--- config.mk ---
export PLATFORM = sky130hd
export DESIGN_NAME = adder_arb
export DESIGN_NICKNAME = d
export VERILOG_FILES = /design/src/rtl/adder_arb_pkg.sv /design/src/rtl/adder_arb_rr_pick.sv /design/src/rtl/adder_arb.sv
export SDC_FILE = /design/constraint.sdc
export NUM_CORES = 1
export LEC_CHECK = 0
export ABC_AREA = 1
export CAP_MARGIN = 0
export CORE_UTILIZATION = 35
export CTS_BUF_LIST = sky130_fd_sc_hd__clkbuf_4
export DETAILED_ROUTE_END_ITERATION = 12
export HOLD_SLACK_MARGIN = 0.03
export PLACE_DENSITY = 0.66
export SKIP_LAST_GASP = 1
export SLEW_MARGIN = 20
export SYNTH_ARGS = -nofsm -noshare
export SYNTH_HDL_FRONTEND = slang
export SYNTH_HIERARCHICAL = 1
export SYNTH_SLANG_ARGS = --single-unit
--- constraint.sdc ---
create_clock -name i_clk -period 5.2 [get_ports i_clk]
set_input_delay 1.56 -clock i_clk [delete_from_list [all_inputs] [get_ports i_clk]]
set_output_delay 1.56 -clock i_clk [all_outputs]
set_load 0.005 [all_outputs]
--- src/rtl/adder_arb_pkg.sv ---
// Shared types and constants for the adder_arb round-robin adder sequencer.
// Optional saturation is selected with the ADDER_ARB_SATURATE_EN macro (see adder_arb.sv).
package adder_arb_pkg;

  typedef enum logic {
    StEmpty = 1'b0,
    StFull  = 1'b1
  } state_e;

  localparam state_e RstState    = StEmpty;
  localparam logic   RstRspCarry = 1'b0;

  // Ceiling log2, used to cross-check the ID width against the requester count.
  function automatic int unsigned clog2(input int unsigned n);
    int unsigned r;
    r = 0;
    for (int unsigned v = 1; v < n; v = v << 1) begin
      r++;
    end
    return r;
  endfunction

endpackage

--- src/rtl/adder_arb_rr_pick.sv ---
// Combinational round-robin picker: first requester strictly after last_grant_i,
// wrapping from N_REQ-1 to 0. Produces a one-hot grant plus its binary index.
module adder_arb_rr_pick #(
  parameter int unsigned N_REQ = 4,
  parameter int unsigned ID_W  = 2
) (
  input  logic [N_REQ-1:0] req_i,
  input  logic [ID_W-1:0]  last_grant_i,
  input  logic             en_i,
  output logic [N_REQ-1:0] gnt_o,
  output logic [ID_W-1:0]  idx_o
);

  logic            found;
  logic [ID_W-1:0] cand;

  always_comb begin
    gnt_o = '0;
    idx_o = '0;
    found = 1'b0;
    cand  = '0;
    // Offsets 1..N_REQ visit every requester once, last_grant_i itself last.
    for (int unsigned off = 1; off <= N_REQ; off++) begin
      cand = ID_W'((32'(last_grant_i) + off) % N_REQ);
      if (en_i && !found && req_i[cand]) begin
        found       = 1'b1;
        gnt_o[cand] = 1'b1;
        idx_o       = cand;
      end
    end
  end

endmodule

--- src/rtl/adder_arb.sv ---
// Round-robin arbiter sharing one ripple-carry adder among N_REQ requesters, with a
// single-entry result stage. Define ADDER_ARB_SATURATE_EN to clamp the sum on carry-out.
module adder_arb
  import adder_arb_pkg::*;
#(
  parameter int unsigned N_REQ = 4,
  parameter int unsigned WIDTH = 4,
  parameter int unsigned ID_W  = 2
) (
  input  logic                   i_clk,
  input  logic                   i_rst,
  input  logic [N_REQ-1:0]       i_req_valid,
  input  logic [N_REQ*WIDTH-1:0] i_req_a,
  input  logic [N_REQ*WIDTH-1:0] i_req_b,
  output logic [N_REQ-1:0]       o_req_ready,
  output logic                   o_rsp_valid,
  output logic [ID_W-1:0]        o_rsp_id,
  output logic [WIDTH-1:0]       o_rsp_sum,
  output logic                   o_rsp_carry,
  input  logic                   i_rsp_ready
);

  if (ID_W != clog2(N_REQ)) begin : gen_bad_id_w
    $error("adder_arb: ID_W must equal clog2(N_REQ)");
  end
  if (N_REQ < 2 || N_REQ > 8) begin : gen_bad_n_req
    $error("adder_arb: N_REQ must be in 2..8");
  end

  state_e            state_q, state_d;
  logic [ID_W-1:0]   last_grant_q, last_grant_d;
  logic [ID_W-1:0]   rsp_id_q, rsp_id_d;
  logic [WIDTH-1:0]  rsp_sum_q, rsp_sum_d;
  logic              rsp_carry_q, rsp_carry_d;

  logic              free;
  logic [N_REQ-1:0]  gnt;
  logic [ID_W-1:0]   gnt_idx;
  logic              gnt_any;
  logic [WIDTH-1:0]  sel_a, sel_b;
  logic [WIDTH-1:0]  sum_raw, sum_out;
  logic              ripple_c, carry_raw;

  // The slot is free when empty, or when the held result leaves this cycle.
  always_comb begin
    free = 1'b0;
    unique case (state_q)
      StEmpty: free = 1'b1;
      StFull:  free = i_rsp_ready;
      default: free = 1'b0;
    endcase
  end

  adder_arb_rr_pick #(
    .N_REQ (N_REQ),
    .ID_W  (ID_W)
  ) u_rr_pick (
    .req_i        (i_req_valid),
    .last_grant_i (last_grant_q),
    .en_i         (free),
    .gnt_o        (gnt),
    .idx_o        (gnt_idx)
  );

  assign gnt_any     = |gnt;
  assign o_req_ready = gnt;

  // Without a grant the mux still points at requester 0; the result is simply not stored.
  assign sel_a = i_req_a[gnt_idx*WIDTH +: WIDTH];
  assign sel_b = i_req_b[gnt_idx*WIDTH +: WIDTH];

  always_comb begin
    ripple_c = 1'b0;
    sum_raw  = '0;
    for (int unsigned i = 0; i < WIDTH; i++) begin
      sum_raw[i] = sel_a[i] ^ sel_b[i] ^ ripple_c;
      ripple_c   = (sel_a[i] & sel_b[i]) | (ripple_c & (sel_a[i] ^ sel_b[i]));
    end
    carry_raw = ripple_c;
  end

`ifdef ADDER_ARB_SATURATE_EN
  assign sum_out = carry_raw ? {WIDTH{1'b1}} : sum_raw;
`else
  assign sum_out = sum_raw;
`endif

  always_comb begin
    state_d      = state_q;
    last_grant_d = last_grant_q;
    rsp_id_d     = rsp_id_q;
    rsp_sum_d    = rsp_sum_q;
    rsp_carry_d  = rsp_carry_q;
    if (gnt_any) begin
      // Covers both a fresh fill and the accept-and-refill case.
      state_d      = StFull;
      last_grant_d = gnt_idx;
      rsp_id_d     = gnt_idx;
      rsp_sum_d    = sum_out;
      rsp_carry_d  = carry_raw;
    end else if (state_q == StFull && i_rsp_ready) begin
      state_d = StEmpty;
    end
  end

  always_ff @(posedge i_clk or posedge i_rst) begin
    if (i_rst) begin
      state_q      <= RstState;
      last_grant_q <= ID_W'(N_REQ - 1);
      rsp_id_q     <= '0;
      rsp_sum_q    <= '0;
      rsp_carry_q  <= RstRspCarry;
    end else begin
      state_q      <= state_d;
      last_grant_q <= last_grant_d;
      rsp_id_q     <= rsp_id_d;
      rsp_sum_q    <= rsp_sum_d;
      rsp_carry_q  <= rsp_carry_d;
    end
  end

  assign o_rsp_valid = (state_q == StFull);
  assign o_rsp_id    = rsp_id_q;
  assign o_rsp_sum   = rsp_sum_q;
  assign o_rsp_carry = rsp_carry_q;

endmodule

== Word-level counts from Yosys, hierarchy flattened ==
Index checks and enable logic that the tools add are counted.
Word-level totals
  flip-flop bits (word level): 10
  bits of input ports: 39
  word-level logic and storage cells: 87
Operators by class
  add/sub/neg operators: 4
  shifts and indexed selects: 2
  reductions and logical operators: 17
  bitwise operators: 21
  mux-type cells: 30
  order comparisons: 8
Operators by type and width (count)
  $shiftx A16 B5 Y4: 2
  $mux W4: 4
  $mux W1: 13
  $logic_and A1 B1 Y1: 12
  $lt A2 B3 Y1 const B: 4
  $or A4 B4 Y4: 3
  $bmux W1 S2: 4
  $demux W1 S2: 4
  $ge A2 B1 Y1 const B: 4
  $mux W2: 4
  $and A1 B1 Y1: 7
  $xor A1 B1 Y1: 7
  $add A2 B1 Y2 const B: 2
  $add A2 B2 Y2 const B: 2
  $reduce_or A4 Y1: 1
  $logic_not A1 Y1: 3
  $or A1 B1 Y1: 3
  $pmux W1 S2: 1
  $reduce_bool A2 Y1: 1
  $not A1 Y1: 1

== Depth between registers and ports, before layout ==
Gate-level depths: netlist of the first run.
  depth after elaboration: 25
  depth in mapped cells: 26

== Modules after synthesis ==
The synthesis of the first run kept the hierarchy.
By module, submodules not included
  adder_arb: times used 1, area an instance 825.8 sq um, cells an instance 132, sequential area each 252.7 sq um
  adder_arb_rr_pick: times used 1, area an instance 484.2 sq um, cells an instance 82, sequential area each 0.0 sq um

== Least setup slack after synthesis of the first run ==
OpenSTA, ideal clock, no wires.
  path type: input to register
  start point: in i_req_valid[0]
  end point: reg rsp_sum_q[3] (netlist: o_rsp_sum[3])
  cell stages on the path: 23
  setup time: 117 ps
  path slack: 985 ps
  data arrival time: 4098 ps
  cell sequence: nand2_1 > nand3_1 > and2_1 > buf_6 > nor2_4 > nand3_1 > nand3_1 > buf_6 > inv_4 > buf_6 > nand2_1 > nand3_1 > nand2_1 > ha_1 > inv_1 > fa_1 > inv_1 > fa_1 > inv_1 > fa_1 > inv_1 > nand2_1 > nand2_1
Between the ends
  word-level cells in the longest chain between the ends: 23
  elaborated cells between the ends (all ways): 46
RTL lines
  from (decl): line adder_arb.sv:12  | input logic [N_REQ-1:0] i_req_valid,
  $bmux W1 S2: line adder_arb_rr_pick.sv:25  | if (en_i && !found && req_i[cand]) begin
  $mux W1 (implied by the code): line adder_arb_rr_pick.sv:25
  $logic_and A1 B1 Y1: line adder_arb_rr_pick.sv:25
  $mux W1: line adder_arb_rr_pick.sv:25
  $logic_not A1 Y1: line adder_arb_rr_pick.sv:25
  $logic_and A1 B1 Y1 (2 in a row): line adder_arb_rr_pick.sv:25
  $mux W1: line adder_arb_rr_pick.sv:25
  $logic_not A1 Y1: line adder_arb_rr_pick.sv:25
  [7 not listed]
  net gnt_idx[0]: line adder_arb.sv:38  | logic [ID_W-1:0] gnt_idx;
  $shiftx A16 B5 Y4, on equally long branches: line adder_arb.sv:69, adder_arb.sv:70
  $and A1 B1 Y1 / $xor A1 B1 Y1 (equally long branches): line adder_arb.sv:77  | ripple_c = (sel_a[i] & sel_b[i]) | (ripple_c & (sel_a[i] ^ sel_b[i]));
  $and A1 B1 Y1: line adder_arb.sv:77
  $or A1 B1 Y1: line adder_arb.sv:77
  $and A1 B1 Y1: line adder_arb.sv:77
  $or A1 B1 Y1: line adder_arb.sv:77
  $xor A1 B1 Y1 *: line adder_arb.sv:76  | sum_raw[i] = sel_a[i] ^ sel_b[i] ^ ripple_c;
  to (signal assigned): line adder_arb.sv:117  | rsp_sum_q <= rsp_sum_d;
  to (decl): line adder_arb.sv:33  | logic [WIDTH-1:0] rsp_sum_q, rsp_sum_d;
Mark *: on every way through the listed nets, which the timed path passes. The rest lies on a longest branch. The select of a mux whose other input is x is not followed.
A chain may end at the register's enable or synchronous reset.

== Worst setup path in the final report of the first run ==
  start point: in i_req_valid[2]
  end point: out o_req_ready[0]
Between the ends
  word-level cells in the longest chain between the ends: 16
  elaborated cells between the ends (all ways): 28
RTL lines
  $bmux W1 S2: line adder_arb_rr_pick.sv:25
  $mux W1 (implied by the code): line adder_arb_rr_pick.sv:25
  $logic_and A1 B1 Y1: line adder_arb_rr_pick.sv:25
  $mux W1: line adder_arb_rr_pick.sv:25
  $logic_not A1 Y1: line adder_arb_rr_pick.sv:25
  $logic_and A1 B1 Y1 (2 in a row): line adder_arb_rr_pick.sv:25
  $mux W1: line adder_arb_rr_pick.sv:25
  $logic_not A1 Y1: line adder_arb_rr_pick.sv:25
  $logic_and A1 B1 Y1 (2 in a row): line adder_arb_rr_pick.sv:25
  $mux W1: line adder_arb_rr_pick.sv:25
  $logic_not A1 Y1: line adder_arb_rr_pick.sv:25
  $logic_and A1 B1 Y1 (2 in a row): line adder_arb_rr_pick.sv:25
  $mux W4 *: line adder_arb_rr_pick.sv:25
  to (decl): line adder_arb.sv:15  | output logic [N_REQ-1:0] o_req_ready,
Mark *: on every way between the ends. The rest lies on a longest branch, timed or not. The select of a mux whose other input is x is not followed.

==> run metrics, run 1 <==
status finished clean; Buffers & Inverters on Critical Path 3; final RePlAce weighted congestion 0.8824; crit-path cells clkdlybuf4s50_1 -> nand2_1 -> nand3_2 -> nand2_4 -> nor2_2 -> nand2_1 -> nand2_1 -> clkinv_1 -> nand3_1 -> clkdlybuf4s50_1; Slew @ Worst Pin 0.3840 ns; die area 3992 sq um; nets 315; vias per inst 4.581; clk root buf clkbuf_4; Syn Area/Cell 6.122 sq um; clk_lat worst skew 0.27 ns; Final Setup Violations 0; Placed Cells 306; 1st-iter DRT viols 108; post-route ant nets 0; # rows 21; initial core utilization 37.77%; CP arrival 3.41 ns; critical path launch point type input port; routed via count 1420; first-pass GRT wire length 5499 um; crit-path most repeated cell nand2_1; DP Area 1831 sq um; CTS tree done; IO Pins 51; Rel. slew slack 74.33%; synth warn 6; RSZ-0062 raised after global routing false; CTS sink cnt 10; largest fanout on the critical path 8; worst path required time 3.64 ns; final core occ 53.54%; CP Class in -> out; register area share after synthesis 19.29%; TritonRoute pass-1 iters 4; Sw Ratio 55.30%; Period minus WS final 4.970 ns; largest stage delay on the critical path 0.51 ns; GRT overflow 0; Setup TNS 0 ns; antenna violations before repair 0; combinational fraction of design power 84.7%; P&R area growth vs syn 41.74%; Core Footprint 3468 sq um; Net Switching 804.5 uW; drt wl/cell 9.945 um; total track usage 16.67%; FF/Latch Area 252.7 sq um; Final Cell Area 1857 sq um; Cells after Synth 214; Post-Layout Cell Count 310; syn nets 264; Post-Route WL 3083 um; slowest library cell on the worst path clkdlybuf4s50_1; H-tree Lvls 1; count of port buffers added during placement 50; Max Freq 201.2 MHz; fin. max-slew vios 0; internal power 650.2 uW; Die H 63.18 um; Static Leak 0.0009766 uW; Netlist cell types 22; number of synthesized register bits 10; clock skew 0.007387 ns; die width 63.18 um; Max VDD drop 0.3015 mV; Reg power frac 11.6%; worst-case clock buffer depth 2; Period Utilization, post-route 95.57%; multi-input combinational cell area 844.6 sq um; Hold Buf Count CTS 0; DRC viols 0; worst min path class reg -> reg; Max Cap Viol 0; post-CTS sizing 0; postcts setup bufs 0; vias in the first global route 1294; n_diodes 0; Worst-path clk slew 0.06 ns; kind of cell adding the most delay to the critical path buffers and inverters; pin count of the biggest net entering global routing 17; clock group share of total power 3.7%; CP Capture Type primary output; fraction of layout cells with a size suffix above 1 9.091%; Fillers 376; Inserted Clock Buffers 3; HPWL after DPL 2472 um; Final Hold Viols 0; pwr dens 783.4 nW/um^2; Post-Syn Area 1310 sq um
-- flip-flops by register name, indices dropped and copies added, names as in the netlist --
signal / cells
o_rsp_sum: 4
last_grant_q: 2
o_rsp_id: 2
o_rsp_carry: 1
o_rsp_valid: 1
-- power by group through the flow --
| stage | registers [uW] | clock network, uW | logic, uW |
|---|---|---|---|
| CTS | 170 | 56.1 | 1240 |
| floorplan | 166 | 0 | 965 |
| global route | 176 | 60.5 | 1430 |
| finish | 169 | 53.7 | 1230 |
| detailed placement | 171 | 0 | 1240 |
| global placement | 171 | 0 | 1240 |
-- path summary, 6_finish.rpt --
path                                       from         endpoint  slack [ns]  cells after the start
worst max-delay path             i_req_valid[2]   o_req_ready[0]        0.23                     10
worst min-delay path                o_rsp_carry      o_rsp_carry        0.52                      2
min in group asynchronous                 i_rst      o_rsp_id[1]        1.56                      2
worst min register to register      o_rsp_carry      o_rsp_carry        0.52                      2
worst max register to register  last_grant_q[0]     o_rsp_sum[3]        1.03                     23
max in group asynchronous                 i_rst  last_grant_q[0]        3.33                      2
-- synth_stat cells --
library cell / instances / area [sq um]
clkinv_1: 4 / 15.01
buf_2: 3 / 15.01
inv_1: 30 / 112.6
dfrtp_1: 8 / 200.2
nor2_4: 2 / 22.52
nand3_1: 48 / 240.2
and2_1: 1 / 6.260
buf_6: 4 / 45.04
o21ai_1: 1 / 5.000
nor2_1: 2 / 7.510
nand2_2: 4 / 25.02
nand2_4: 1 / 11.26
nand4_1: 6 / 37.54
ha_1: 8 / 100.1
inv_4: 1 / 6.260
inv_2: 3 / 11.26
fa_1: 3 / 60.06
nand3_2: 3 / 30.03
nor2_2: 1 / 6.260
buf_4: 1 / 7.510
nand2_1: 78 / 292.8
dfstp_2: 2 / 52.55
-- worst register-to-register path, delay by kind of cell (launching register included) --
| kind | cells | cell delay, ns |
|---|---|---|
| fa+ha+maj | 5 | 1.49 |
| buf+inv | 7 | 0.63 |
| flops | 1 | 0.66 |
| simple gates | 11 | 1.30 |
-- cell usage in the layout, fill, tap and decap left out, types with 2 or more instances in the layout --
| cell type | n |
|---|---|
| nand2_1 | 78 |
| clkdlybuf4s50_1 | 50 |
| nand3_1 | 48 |
| inv_1 | 30 |
| ha_1 | 8 |
| dfrtp_1 | 8 |
| nand4_1 | 6 |
| clkinv_1 | 5 |
| buf_4 | 4 |
| nand2_2 | 4 |
| fa_1 | 3 |
| clkbuf_4 | 3 |
| inv_2 | 3 |
| nand3_2 | 3 |
| nor2_1 | 2 |
| dfstp_2 | 2 |
| nor2_4 | 2 |
-- per-stage QoR --
| stage | setup slack, ns | total power [uW] | hold WS, ns |
|---|---|---|---|
| finish | 0.2305 | 1455 | 0.5153 |
| global route | 0.07866 | 1671 | 0.5326 |
| CTS | 0.2420 | 1469 | 0.5212 |
| detailed placement | 0.2079 | 1409 | 0.5016 |
| global placement | 0.2440 | 1409 | 0.4965 |
| floorplan | 0.9847 | 1132 | 0.5012 |
-- per-layer routing --
layer / GRT usage, % / share of wire (%) / up-vias / wire length [um]
li1: - / - / 765 / -
met1: 22.86 / 48 / 594 / 1468
met2: 27.15 / 45 / 57 / 1378
met3: 2.717 / 6.9 / 4 / 212
met4: 3.977 / 0.75 / 0 / 23
met5: 0 / 0 / - / 0
-- layout make-up --
class	instances	area share [%]
Multi-Input combinational cell	158	45.49
Timing Repair Buffer	54	28.57
Sequential cell	10	13.61
Inverter	38	7.817
Tap cell	46	3.100
Clock buffer	3	1.213
Clock inverter	1	0.2022
-- cells by family after synthesis --
logic type / Yosys count / share of synthesized area [%]
flip-flops: 10 / 19.29
buffers and inverters: 46 / 16.24
adder cells (fa/ha/maj): 11 / 12.23
AND/OR/NAND/NOR: 146 / 51.86
AO/OA/AOI/OAI: 1 / 0.3817
(Power assumes the default switching activity.)
==> inputs of run 2 (changes only) <==
--- a/config.mk
+++ b/config.mk
@@ -5,13 +5,13 @@
 export SDC_FILE = /design/constraint.sdc
 export NUM_CORES = 1
 export LEC_CHECK = 0
-export ABC_AREA = 1
 export CAP_MARGIN = 0
 export CORE_UTILIZATION = 35
 export CTS_BUF_LIST = sky130_fd_sc_hd__clkbuf_4
 export DETAILED_ROUTE_END_ITERATION = 12
 export HOLD_SLACK_MARGIN = 0.03
-export PLACE_DENSITY = 0.66
+export PLACE_DENSITY = 0.67
+export SETUP_SLACK_MARGIN = 0.2
 export SKIP_LAST_GASP = 1
 export SLEW_MARGIN = 20
 export SYNTH_ARGS = -nofsm -noshare
==> run 2 against run 1 <==
  * Total power is 18% lower
  * Utilization is 5.0 points higher
  * Maximum frequency is 0.16% higher
  * Final area is 8.5% higher
  * Sequential power is 3% lower
  * Setup slack better by 0.0081 ns
  * Critical path depth is 3 lower
  * Global-route usage is 3.0 points higher
  * Non-clock buffer count is 20 higher
  * Synthesized area is 1.7% lower
  * Final cell count is 21% lower
  * Die area is 1.7% lower
  * Critical endpoint is now o_req_ready[3]
==> run metrics, run 2 <==
nets 251; n_diodes 0; Max VDD drop 0.2515 mV; synth warn 6; syn nets 180; largest stage delay on the critical path 0.48 ns; die width 62.65 um; Hold WS 0.5096 ns; CP Capture Type primary output; Placement Setup Slack -0.1742 ns; pin count of the biggest net entering global routing 20; final RePlAce weighted congestion 0.8386; Buffers & Inverters on Critical Path 3; commonest non-fill, non-tap cells in the layout clkdlybuf4s50_1, buf_4, inv_1, mux4_2; die area 3925 sq um; GRT overflow 0; Inserted Clock Buffers 3; Final Setup Violations 0; Rel. slew slack 70.26%; Period minus WS final 4.961 ns; vias in the first global route 1389; Setup TNS 0 ns; clk_lat worst skew 0.26 ns; Post-synth top flop dfrtp_1; drt wl/cell 14.37 um; Worst-path clk slew 0.05 ns; Hold Buf Count CTS 0; Max Cap Viol 0; P&R area growth vs syn 56.46%; status finished clean; Period Utilization, post-route 95.41%; 1st-iter DRT viols 45; worst min path class reg -> reg; Final Hold Viols 0; Slew @ Worst Pin 0.4461 ns; Die H 62.65 um; Fillers 315; Post-Route WL 3520 um; Cells after Synth 130; Syn Area/Cell 9.904 sq um; cell taking the most area after synthesis mux4_2; CTS sink cnt 10; register area share after synthesis 19.63%; initial core utilization 37.40%; Post-Syn Area 1287 sq um; most common cell after layout, fill and taps aside clkdlybuf4s50_1; final core occ 58.52%; Largest register FFs 4; critical path launch point type input port; IO Pins 51; count of port buffers added during placement 50; pwr dens 592.7 nW/um^2; post-route ant nets 0; number of synthesized register bits 10; Post-synth top cells inv_1, mux4_2, dfrtp_1, ha_1, nand2_1; fin. max-slew vios 0; final total power 1194 uW; antenna violations before repair 0; total track usage 19.67%; largest fanout on the critical path 4; crit-path cells dlygate4sd2_1 -> mux4_2 -> buf_4 -> or3b_1 -> a21oi_1 -> a221o_2 -> dlygate4sd2_1; CP arrival 3.40 ns; TritonRoute pass-1 iters 4; kind of cell adding the most delay to the critical path buffers and inverters; EDFF count, synth 0; FF/Latch Area 252.7 sq um; CTS tree done; DRC viols 0; CP Class in -> out; # rows 21; Static Leak 0.0008890 uW; Max Freq 201.6 MHz; Core Footprint 3442 sq um; routed via count 1312; Synth area leaders mux4_2, dfrtp_1, ha_1; clock skew 0.004220 ns; worst-case clock buffer depth 2; RSZ-0062 raised after global routing false; worst path required time 3.64 ns; fin worst setup slack 0.2385 ns; first-pass GRT wire length 6106 um; clk root buf clkbuf_4; multi-input combinational cell area 924.6 sq um; fraction of layout cells with a size suffix above 1 28.64%; vias per inst 5.355; Netlist cell types 40; slowest library cell on the worst path mux4_2; top-area cell type share of the netlist area 17.49%; async set-reset flop share out of synthesis 100.0%; most frequent cell after synthesis inv_1; H-tree Lvls 1; HPWL after DPL 2951 um; crit-path most repeated cell dlygate4sd2_1
## run 2: changes by cell type after synthesis, moves of 6 or more
cell | before | now
inv_1 | 30 | 22
mux2_2 | 0 | 6
nand3_1 | 48 | 4
a21oi_1 | 0 | 6
nand2_1 | 78 | 7
mux4_2 | 0 | 10
## run 2: layout make-up
class	instances	share of cell area [%]
Multi-Input combinational cell	90	45.90
Timing Repair Buffer	74	33.48
Sequential cell	10	12.55
Inverter	22	4.099
Tap cell	46	2.857
Clock buffer	3	1.118
## run 2: routing by layer
metal  vias up  part of all wire [%]  track usage [%]
met5         -                     0                0
met4         0                  0.88            7.558
met3         4                   8.0            4.562
met2        58                    53            37.09
met1       634                    38            20.85
li1        616                     -                -
## run 2: kinds of logic after synthesis
group | count (synthesis) | share of synthesized area, %
AOI/OAI and AO/OA | 25 | 14.29
muxes | 19 | 25.07
adders and majority gates | 11 | 12.44
DFF | 10 | 19.63
and+or+nand+nor | 35 | 18.08
buffers and inverters | 30 | 10.50
## run 2: path summary, 6_finish.rpt
kind                                 start               to  slack [ns]  cells after the start
setup / recovery            i_req_valid[3]   o_req_ready[3]        0.24                      7
hold / removal                o_rsp_sum[0]     o_rsp_sum[0]        0.51                      1
setup reg to reg           last_grant_q[1]     o_rsp_sum[3]        1.14                     15
hold reg to reg               o_rsp_sum[0]     o_rsp_sum[0]        0.51                      1
max in group asynchronous            i_rst  last_grant_q[1]        3.32                      2
min in group asynchronous            i_rst      o_rsp_carry        1.57                      2
## run 2: through the flow
step / instances / area [sq um]
detailed placement: 239 / 1951
global route: 245 / 2014
finish: 245 / 2014
CTS: 244 / 2004
floorplan: 130 / 1287
global placement: 239 / 1951
## run 2: timing repair
action,in CTS,in global routing
pin swaps,3,1
resized for setup,15,1
endpoints found under the setup margin,4,1
setup buffers,2,1
## run 2: power breakdown
part           internal (uW)  total (uW)  switching, uW  leakage [uW]
Clock                   26.5        48.9           22.4     0.0000138
Sequential               132         164           31.7      0.000115
Combinational            551         981            430      0.000760
==> inputs of run 3 (changes only) <==
--- a/config.mk
+++ b/config.mk
@@ -12,6 +12,7 @@
 export HOLD_SLACK_MARGIN = 0.03
 export PLACE_DENSITY = 0.67
 export SETUP_SLACK_MARGIN = 0.2
+export SKIP_CTS_REPAIR_TIMING = 1
 export SKIP_LAST_GASP = 1
 export SLEW_MARGIN = 20
 export SYNTH_ARGS = -nofsm -noshare
==> run 3 against run 2 <==
  * Die area did not move
  * Setup slack got worse by 0.035 ns
  * Utilization rose by 0.44 points
  * Via count rose by 0.84%
  * Routed wire length rose by 0.57%
  * Combinational power rose by 1%
  * First-iteration DRC count rose by 53%
  * Hold slack did not move
  * Critical path depth fell by 1
  * Largest power group unchanged
==> run metrics, run 3 (synthesis results as in run 2) <==
Post-Route WL 3540 um; 1st-iter DRT viols 69; clk_lat worst skew 0.26 ns; Worst-path clk slew 0.05 ns; DRC viols 0; die area 3925 sq um; worst-case clock buffer depth 2; largest fanout on the critical path 5; Buffers & Inverters on Critical Path 2; GRT overflow 0; Inserted Clock Buffers 3; Largest register FFs 4; pwr dens 595.3 nW/um^2; GR Util met1 20.27%; Final Setup Violations 0; Rel. slew slack 70.26%; vias in the first global route 1379; status finished clean; Placement Setup Slack -0.1742 ns; Setup TNS 0 ns; global routing's busiest layer met2; most common cell after layout, fill and taps aside clkdlybuf4s50_1; HPWL after DPL 2951 um; pin count of the biggest net entering global routing 20; Static Leak 0.0009239 uW; largest stage delay on the critical path 0.53 ns; Final Hold Viols 0; H-tree Lvls 1; critical path launch point type input port; worst reg2reg path depth 15; GRT met2 Usage 36.01%; nets 250; fraction of layout cells with a size suffix above 1 30.30%; CTS sink cnt 10; kind of cell adding the most delay to the critical path buffers and inverters; crit-path cells dlymetal6s2s_1 -> mux4_2 -> or3b_1 -> a21oi_1 -> a221o_2 -> clkdlybuf4s50_1; n_diodes 0; slowest library cell on the worst path mux4_2; clk root buf clkbuf_4; Core Footprint 3442 sq um; Slew @ Worst Pin 0.4461 ns; Max VDD drop 0.2520 mV; vias per inst 5.422; # rows 21; Period minus WS final 4.997 ns; antenna violations before repair 0; clock skew 0.004220 ns; RSZ-0062 raised after global routing true; Max Cap Viol 0; Die H 62.65 um; worst path required time 3.64 ns; TritonRoute pass-1 iters 4; initial core utilization 37.40%; commonest non-fill, non-tap cells in the layout clkdlybuf4s50_1, buf_4, inv_1, mux4_2; routed via count 1323; Max Freq 200.1 MHz; IO Pins 51; die width 62.65 um; count of port buffers added during placement 50; met3 usage 4.745%; final RePlAce weighted congestion 0.8386; CP Capture Type primary output; total track usage 19.28%; post-route ant nets 0; Fillers 307; first-pass GRT wire length 5982 um; worst min path class reg -> reg; CTS tree done; CP arrival 3.44 ns; drt wl/cell 14.51 um; P&R area growth vs syn 57.63%; Worst path depth 6; Period Utilization, post-route 96.09%; CP Class in -> out; hold path cells 1; fin. max-slew vios 0; fin worst setup slack 0.2031 ns
## run 3: cell count changes in the layout (fill, tap and decap cells not counted), moves of 2 or more
| cell | previous run | this run |
|---|---|---|
| or3b_1 | 3 | 1 |
| clkdlybuf4s50_1 | 42 | 44 |
| dlymetal6s2s_1 | 0 | 5 |
| dlygate4sd2_1 | 6 | 0 |
| or3b_4 | 1 | 3 |
## run 3: layout make-up
cell class                      instances  area [sq um]  share of cell area, %
Multi-Input combinational cell         90         933.4                  45.99
Timing Repair Buffer                   73         680.7                  33.54
Sequential cell                        10         252.7                  12.45
Inverter                               22         82.58                  4.069
Tap cell                               46         57.56                  2.836
Clock buffer                            3         22.52                  1.110
## run 3: worst paths after layout
kind | start | endpoint | slack, ns
worst max-delay path | i_req_valid[1] | o_req_ready[3] | 0.20
worst min-delay path | o_rsp_sum[0] | o_rsp_sum[0] | 0.51
worst max register to register | last_grant_q[1] | o_rsp_sum[3] | 1.14
worst min register to register | o_rsp_sum[0] | o_rsp_sum[0] | 0.51
max in group asynchronous | i_rst | last_grant_q[1] | 3.32
min in group asynchronous | i_rst | o_rsp_carry | 1.57
## run 3: stage by stage
stage,cell area (sq um),power (uW),instances,util [%],hold slack [ns]
6_report,2029,1208,244,58.96,0.5096
5_1_grt,2029,1321,244,58.96,0.5307
4_1_cts,1973,1182,242,57.32,0.5145
3_5_place_dp,1951,1127,239,56.67,0.4990
3_3_place_gp,1951,1087,239,56.67,0.4888
2_1_floorplan,1287,773.0,130,-,0.5042
## run 3: power by group
part | total (uW) | internal, uW | switching [uW]
registers | 164 | 132 | 31.7
clock network | 48.9 | 26.5 | 22.4
logic | 995 | 561 | 434
total | 1210 | 720 | 488
## run 3: layer usage
metal  routed length [um]  share of wire (%)
met4                   49                1.4
met5                    0                  0
met3                  292                8.2
met2                 1903                 54
met1                 1294                 37
